**src/rtl/tslot_scheduler.sv**
```systemverilog
// Time-slot scheduler: splits each emulated period into NUM_SLOTS equal client
// slots plus an optional settle window, with masked per-slot enables and ticks.
module tslot_scheduler #(
  parameter int NUM_SLOTS     = 3,
  parameter int SLOT_CYCLES   = 8,
  parameter int SETTLE_CYCLES = 1,
  parameter int TICK_OFFSET   = 0,
  parameter int PERIOD_W      = 16
) (
  input  logic                           clk_in,
  input  logic                           rst_in,
  input  logic                           en_in,
  input  logic [NUM_SLOTS-1:0]           slot_mask_in,
  output logic [NUM_SLOTS-1:0]           active_out,
  output logic [NUM_SLOTS-1:0]           tick_out,
  output logic [$clog2(NUM_SLOTS+1)-1:0] slot_out,
  output logic                           settle_out,
  output logic                           period_start_out,
  output logic                           busy_out,
  output logic [PERIOD_W-1:0]            period_count_out
);

  // state  | meaning
  // IDLE   | stopped; waits for en_in
  // SLOT   | serving slot slot_q, phase_q counts 0..SLOT_CYCLES-1
  // SETTLE | settle window after the last slot, down-counter settle_q

  localparam int SLOT_W = $clog2(NUM_SLOTS + 1);
  localparam int PH_W   = (SLOT_CYCLES > 1) ? $clog2(SLOT_CYCLES) : 1;
  localparam int ST_W   = (SETTLE_CYCLES > 1) ? $clog2(SETTLE_CYCLES) : 1;

  localparam logic [PH_W-1:0]   PH_LAST   = PH_W'(SLOT_CYCLES - 1);
  localparam logic [PH_W-1:0]   PH_TICK   = PH_W'(TICK_OFFSET);
  localparam logic [SLOT_W-1:0] SLOT_LAST = SLOT_W'(NUM_SLOTS - 1);
  localparam logic [SLOT_W-1:0] SLOT_STL  = SLOT_W'(NUM_SLOTS);
  localparam logic [ST_W-1:0]   ST_LOAD   = ST_W'((SETTLE_CYCLES > 0) ? SETTLE_CYCLES - 1 : 0);

  if (NUM_SLOTS < 1) begin : g_bad_num_slots
    $error("tslot_scheduler: NUM_SLOTS must be at least 1");
  end
  if (TICK_OFFSET >= SLOT_CYCLES) begin : g_bad_tick_offset
    $error("tslot_scheduler: TICK_OFFSET must be below SLOT_CYCLES");
  end

  typedef enum logic [1:0] {IDLE, SLOT, SETTLE} state_t;

  state_t              state_q, state_d;
  logic [SLOT_W-1:0]   slot_q, slot_d;
  logic [PH_W-1:0]     phase_q, phase_d;
  logic [ST_W-1:0]     settle_q, settle_d;
  logic [NUM_SLOTS-1:0] mask_q, mask_d;
  logic [PERIOD_W-1:0] count_d;
  logic                boundary;
  logic                start_d;
  logic [NUM_SLOTS-1:0] active_d;
  logic [NUM_SLOTS-1:0] tick_d;
  logic [SLOT_W-1:0]   slot_out_d;

  always_comb begin
    state_d  = state_q;
    slot_d   = slot_q;
    phase_d  = phase_q;
    settle_d = settle_q;
    mask_d   = mask_q;
    count_d  = period_count_out;
    boundary = 1'b0;

    case (state_q)
      IDLE: begin
        if (en_in) begin
          state_d = SLOT;
          slot_d  = '0;
          phase_d = '0;
        end
      end
      SLOT: begin
        if (phase_q == PH_LAST) begin
          phase_d = '0;
          if (slot_q == SLOT_LAST) begin
            if (SETTLE_CYCLES > 0) begin
              state_d  = SETTLE;
              settle_d = ST_LOAD;
            end else begin
              boundary = 1'b1;
            end
          end else begin
            slot_d = slot_q + 1'b1;
          end
        end else begin
          phase_d = phase_q + 1'b1;
        end
      end
      SETTLE: begin
        if (settle_q == '0) boundary = 1'b1;
        else                settle_d = settle_q - 1'b1;
      end
      default: state_d = IDLE;
    endcase

    // Last cycle of the period: count it and decide whether to run another.
    if (boundary) begin
      count_d = period_count_out + 1'b1;
      slot_d  = '0;
      phase_d = '0;
      state_d = en_in ? SLOT : IDLE;
    end

    // Mask is sampled on the edge that enters slot 0 cycle 0 so it covers that cycle too.
    start_d = (state_d == SLOT) && (slot_d == '0) && (phase_d == '0);
    if (start_d) mask_d = slot_mask_in;

    active_d = '0;
    if (state_d == SLOT) active_d = mask_d & (NUM_SLOTS'(1) << slot_d);
    tick_d = (phase_d == PH_TICK) ? active_d : '0;

    slot_out_d = '0;
    if (state_d == SLOT)        slot_out_d = slot_d;
    else if (state_d == SETTLE) slot_out_d = SLOT_STL;
  end

  always_ff @(posedge clk_in or negedge rst_in) begin
    if (!rst_in) begin
      state_q          <= IDLE;
      slot_q           <= '0;
      phase_q          <= '0;
      settle_q         <= '0;
      mask_q           <= '0;
      active_out       <= '0;
      tick_out         <= '0;
      slot_out         <= '0;
      settle_out       <= 1'b0;
      period_start_out <= 1'b0;
      busy_out         <= 1'b0;
      period_count_out <= '0;
    end else begin
      state_q          <= state_d;
      slot_q           <= slot_d;
      phase_q          <= phase_d;
      settle_q         <= settle_d;
      mask_q           <= mask_d;
      active_out       <= active_d;
      tick_out         <= tick_d;
      slot_out         <= slot_out_d;
      settle_out       <= (state_d == SETTLE);
      period_start_out <= start_d;
      busy_out         <= (state_d != IDLE);
      period_count_out <= count_d;
    end
  end

endmodule

```
**config.mk**
```make
export PLATFORM = sky130hd
export DESIGN_NAME = tslot_scheduler
export DESIGN_NICKNAME = d
export VERILOG_FILES = /design/src/rtl/tslot_scheduler.sv
export SDC_FILE = /design/constraint.sdc
export NUM_CORES = 1
export LEC_CHECK = 0
export CAP_MARGIN = 20
export CORE_ASPECT_RATIO = 1.2
export CORE_UTILIZATION = 45
export CTS_CLUSTER_SIZE = 25
export DETAILED_ROUTE_END_ITERATION = 10
export GPL_ROUTABILITY_DRIVEN = 0
export HOLD_SLACK_MARGIN = 0.06
export PLACE_DENSITY = 0.74
export SLEW_MARGIN = 20
export SYNTH_ARGS = -nofsm -noshare
export SYNTH_HDL_FRONTEND = slang
export SYNTH_SLANG_ARGS = --single-unit
```
**constraint.sdc**
```tcl
create_clock -name clk_in -period 2 [get_ports clk_in]
set_input_delay 0.2 -clock clk_in [delete_from_list [all_inputs] [get_ports clk_in]]
set_output_delay 0.2 -clock clk_in [all_outputs]
set_load 0.005 [all_outputs]
```
Word level (Yosys, flattened, before mapping)

Index checks and enable logic that the tools add are counted.

Output and inout port bits: 27
Word-level logic and storage cells: 60
Bits of input ports: 6
RAM bits: 0
Memories: 0
Register bits: 38
Bits in latches: 0
Memory bits (read-only): 0

$lt $le $gt $ge: 0
$add $sub $neg: 4
Div/mod/pow operators: 0
Reductions and logical operators: 8
Equality and inequality tests: 8
Shift-type cells: 1
Bitwise operators: 1
Multiply operators: 0
Multiplexer cells: 26

Operator list:

| kind                    | number |
|---|---|
| $mux W2                 | 10 |
| $mux W3                 | 6 |
| $add A16 B1 Y16 const B | 1 |
| $eq A2 B2 Y1 const B    | 3 |
| $mux W1                 | 6 |
| $pmux W2 S3             | 1 |
| $pmux W3 S2             | 1 |
| $eq A2 B1 Y1 const B    | 2 |
| $logic_not A2 Y1        | 2 |
| $ne A2 B2 Y1 const B    | 2 |
| $pmux W2 S2             | 1 |
| $reduce_bool A2 Y1      | 2 |
| $add A3 B1 Y3 const B   | 1 |
| $and A3 B3 Y3           | 1 |
| $eq A3 B3 Y1 const B    | 1 |
| $logic_not A3 Y1        | 1 |
| $reduce_and A3 Y1       | 1 |
| $shl A1 B2 Y3 const A   | 1 |
| $add A2 B1 Y2 const B   | 1 |
| $logic_and A1 B1 Y1     | 2 |
| $pmux W1 S2             | 1 |
| $sub A1 B1 Y1 const B   | 1 |

Depth between registers and ports, before layout

Word-level depth: 12
Depth in mapped cells: 8

Worst setup path after synthesis

Ideal clock, no wire load.

Path kind: reg2reg
From: register phase_q[0]
To: register mask_q[0]
Required time: 1875 ps
Path slack: -125 ps
Buffers on the path: 0
Cell stages (with the launch flop): 8
Arrival time: 2000 ps
Cell sequence: dfrtp_1 > ha_1 > ha_1 > nand2_1 > a21boi_0 > a2111o_1 > nor3_4 > mux2_4

Word-level cells in the longest chain between the ends: 8

Ends and longest elaborated chain:

| what                                                  | RTL line | text |
|---|---|---|
| from (decl)                                           | 49       | `logic [PH_W-1:0] phase_q, phase_d;` |
| from (signal assigned)                                | 138      | `phase_q <= phase_d;` |
| branches (longest 6 deep; another with $add A3 B1 Y3) | -        |  |
| $logic_and A1 B1 Y1 *                                 | 109      | `start_d = (state_d == SLOT) && (slot_d == '0) && (phase_d == '0);` |
| named net start_d                                     | 54       | `logic start_d;` |
| $mux W3 *                                             | 110      | `if (start_d) mask_d = slot_mask_in;` |
| named net mask_d[0]                                   | 51       | `logic [NUM_SLOTS-1:0] mask_q, mask_d;` |
| to (signal assigned)                                  | 140      | `mask_q <= mask_d;` |
| to (decl)                                             | 51       |  |

Mark *: on every way through the listed nets, which the timed path passes.
A chain may end at the register's enable or synchronous reset.

Worst setup path in the final report

From: register phase_q[1]
To: register mask_q[1]

Same word-level chain as after synthesis.

==> results.cfg <==
[worst_setup_path]
cp_max_fo = 5
critPathBufInv = 0
worstSetupPathType = reg2reg
slowest_delay_ns = 0.41
r2r_start = phase_q[1]$_DFF_PN0_
end_kind = flop
crit_family = compound AO/OA/AOI/OAI gates
required_ns = 2.17
rr_worst_depth = 7
r2r_setup_slack_ns = -0.08
crit_path_start_kind = flop
cp.arrival_ns = 2.26
crit_chain = ha_2 -> ha_4 -> nand2_4 -> a21boi_2 -> a2111o_1 -> nor3_4 -> mux2_4
r2r_end = mask_q[1]$_DFF_PN0_
slowest_stage = a2111o_1

[timing]
hold_ws_ns = 0.3372
slew_violations = 0
fin_crit_ns = 2.084
finClkSkew_ns = 0.004239
max_slew_margin_pct = 69.47
finalCritPeriodShare_pct = 104.2
setup_viol = 3
fmax_mhz = 479.8
finalHoldViolCount = 0
tns_ns = -0.2394
worst_pin_slew_ns = 0.4580
layout_setup_ws_ns = -0.08432
rsz0062_at_grt = true

[yosys]
synth_cell_types = 37
syn_avg_cell_area_sq_um = 12.31
synth_area_sq_um = 1625
yosys-top-cells-area = dfrtp_1 57%, xnor2_1 7.0%, ha_1 3.8%, mux2_4 2.8%, inv_1 2.1%
netlist.area_leader.share_pct = 56.97
synth_largest_area_cell = dfrtp_1
async_reset_ff_share_pct = 100.0
syn_inst = 132
synth_ff_type = dfrtp_1
syn_nets = 143
synth_seq_cells = 37
ys_warn_count = 0
ys_seq_area_share_pct = 56.97
synth-edff-count = 0

[final_layout]
fin_util_pct = 65.92
mostFrequentLayoutCells = 37 x dfrtp_1, 32 x clkdlybuf4s50_1, 16 x buf_4, 13 x xnor2_1, 9 x inv_1
final_common_cell = dfrtp_1
area_growth_pct = 37.72
layout-drive-gt1-share_pct = 26.09
antennaDiodeCount = 0
finalNetCount = 195

[floorplanning]
dieArea_sq_um = 3857
core_sq_um = 3396
dieWidth_um = 56.86
start_util_pct = 47.86
rows = 23
pin_count = 33
die_h_um = 67.84

[clocking]
numCtsBuffers = 5
clockBufferDepth = 2
clkTransAtPathRegs_ns = 0.07
clk_latency_ns = 0.29
cts_tree = built
root_buffer = clkbuf_8
cts.sinks = 37
h-tree-depth = 2

[power_and_ir_drop]
power.density_nw_per_um2 = 1233
vdd_drop_max_uv = 752.3
p_leak_nw = 1.067

[min_path]
hp-class = in2async

[outcome]
status = complete, but fails checks
violations = design-rule violations, negative setup slack

[grt]
grt_util_all_layers_pct = 18.84
antenna_found_initial = 0
grt_first_pass_wirelength_um = 5264
grt_remaining_overflow = 0
grt_max_degree = 38
grt_pass1_vias = 1193

[detailed_routing]
wl_per_cell_um = 14.19
drc_errors = 4
ant_nets = 0
totalWireLength_um = 3137
drt_iter0_drc = 39
viasPerCell = 5.204
first_pass_iters = 7
vias = 1150

[placement]
post-dp-hpwl_um = 2289
io_buffers = 32
pre_cts_slack_ns = -0.2007

[run]
drv_cap = 0
==> worst register-to-register path: stages (launching register included) <==
cell	delay, ns
dfrtp_1	0.39
ha_2	0.20
ha_4	0.18
nand2_4	0.06
a21boi_2	0.06
a2111o_1	0.41
nor3_4	0.33
mux2_4	0.33
==> registers in the layout, indices dropped and copies added, names as in the netlist <==
signal / count
state_q: 2
busy_out: 1
period_start_out: 1
slot_q: 2
mask_q: 3
tick_out: 3
settle_out: 1
slot_out: 2
active_out: 3
phase_q: 3
period_count_out: 16
==> worst max path at each step <==
stage / start / to / depth (start not counted)
after global placement: en_in / mask_q[2]$_DFF_PN0_ / 6
final: phase_q[1]$_DFF_PN0_ / mask_q[1]$_DFF_PN0_ / 7
after CTS: phase_q[1]$_DFF_PN0_ / mask_q[1]$_DFF_PN0_ / 7
after detailed placement: en_in / mask_q[1]$_DFF_PN0_ / 6
after floorplan: phase_q[0]$_DFF_PN0_ / mask_q[0]$_DFF_PN0_ / 7
after global routing: phase_q[1]$_DFF_PN0_ / mask_q[1]$_DFF_PN0_ / 6
==> metal layers <==
layer,vias up,track usage [%],part of all wire (%)
met3,11,4.537,3.5
li1,553,-,-
met1,561,21.61,42
met4,0,14.02,3.9
met5,-,0,0
met2,25,31.10,51
==> stage by stage <==
step	total power [mW]	cell area, sq um	std cells
2_1_floorplan	1.602	1657	132
6_report	2.760	2238	221
5_1_grt	2.937	2238	221
4_1_cts	2.718	2217	220
3_3_place_gp	2.024	2102	212
3_5_place_dp	2.074	2102	212
==> where the power goes <==
part | internal (mW) | switching (mW)
Combinational | 0.662 | 0.488
Clock | 0.362 | 0.250
Sequential | 0.901 | 0.0957
==> synth_stat cells (2+ instances only) <==
| cell | n |
|---|---|
| buf_6 | 2 |
| a22oi_1 | 2 |
| and3_4 | 2 |
| a21boi_0 | 2 |
| nor2_1 | 8 |
| dfrtp_1 | 37 |
| nand3_1 | 5 |
| ha_1 | 5 |
| and3_1 | 3 |
| mux2_2 | 2 |
| mux2_4 | 3 |
| inv_1 | 9 |
| xnor2_1 | 13 |
| nand4_1 | 5 |
| nor3_1 | 3 |
| and4_1 | 2 |
| nand2_1 | 8 |
| xor2_1 | 2 |
==> cell families after synthesis <==
family          Yosys count  synth area share (%)
flops                    37                 56.97
xor+xnor                 15                 8.083
simple gates             45                 16.78
buf+inv                  13                 3.925
mux                       7                 5.465
fa+ha+maj                 5                 3.849
compound gates           10                 4.926
==> area by class of cell <==
| cell class | count | area, sq um |
|---|---|---|
| fillers | 274 | 1157 |
| flip-flops and latches | 37 | 925.9 |
| multi-input cells | 82 | 684.4 |
| repair buffers | 48 | 440.4 |
| clock buffers | 5 | 68.82 |
| well taps | 37 | 46.29 |
| inverters | 10 | 37.54 |
| clock inverters | 2 | 35.03 |
==> repair_timing <==
action                                  4_1_cts  5_1_grt
resized for setup                             1        3
endpoints found under the setup margin        3        7
hold buffers                                  0        0
pin swaps                                     0        1
buffers inserted                              1        1
cloned                                        0        0
Power figures use the tool's default switching activity.
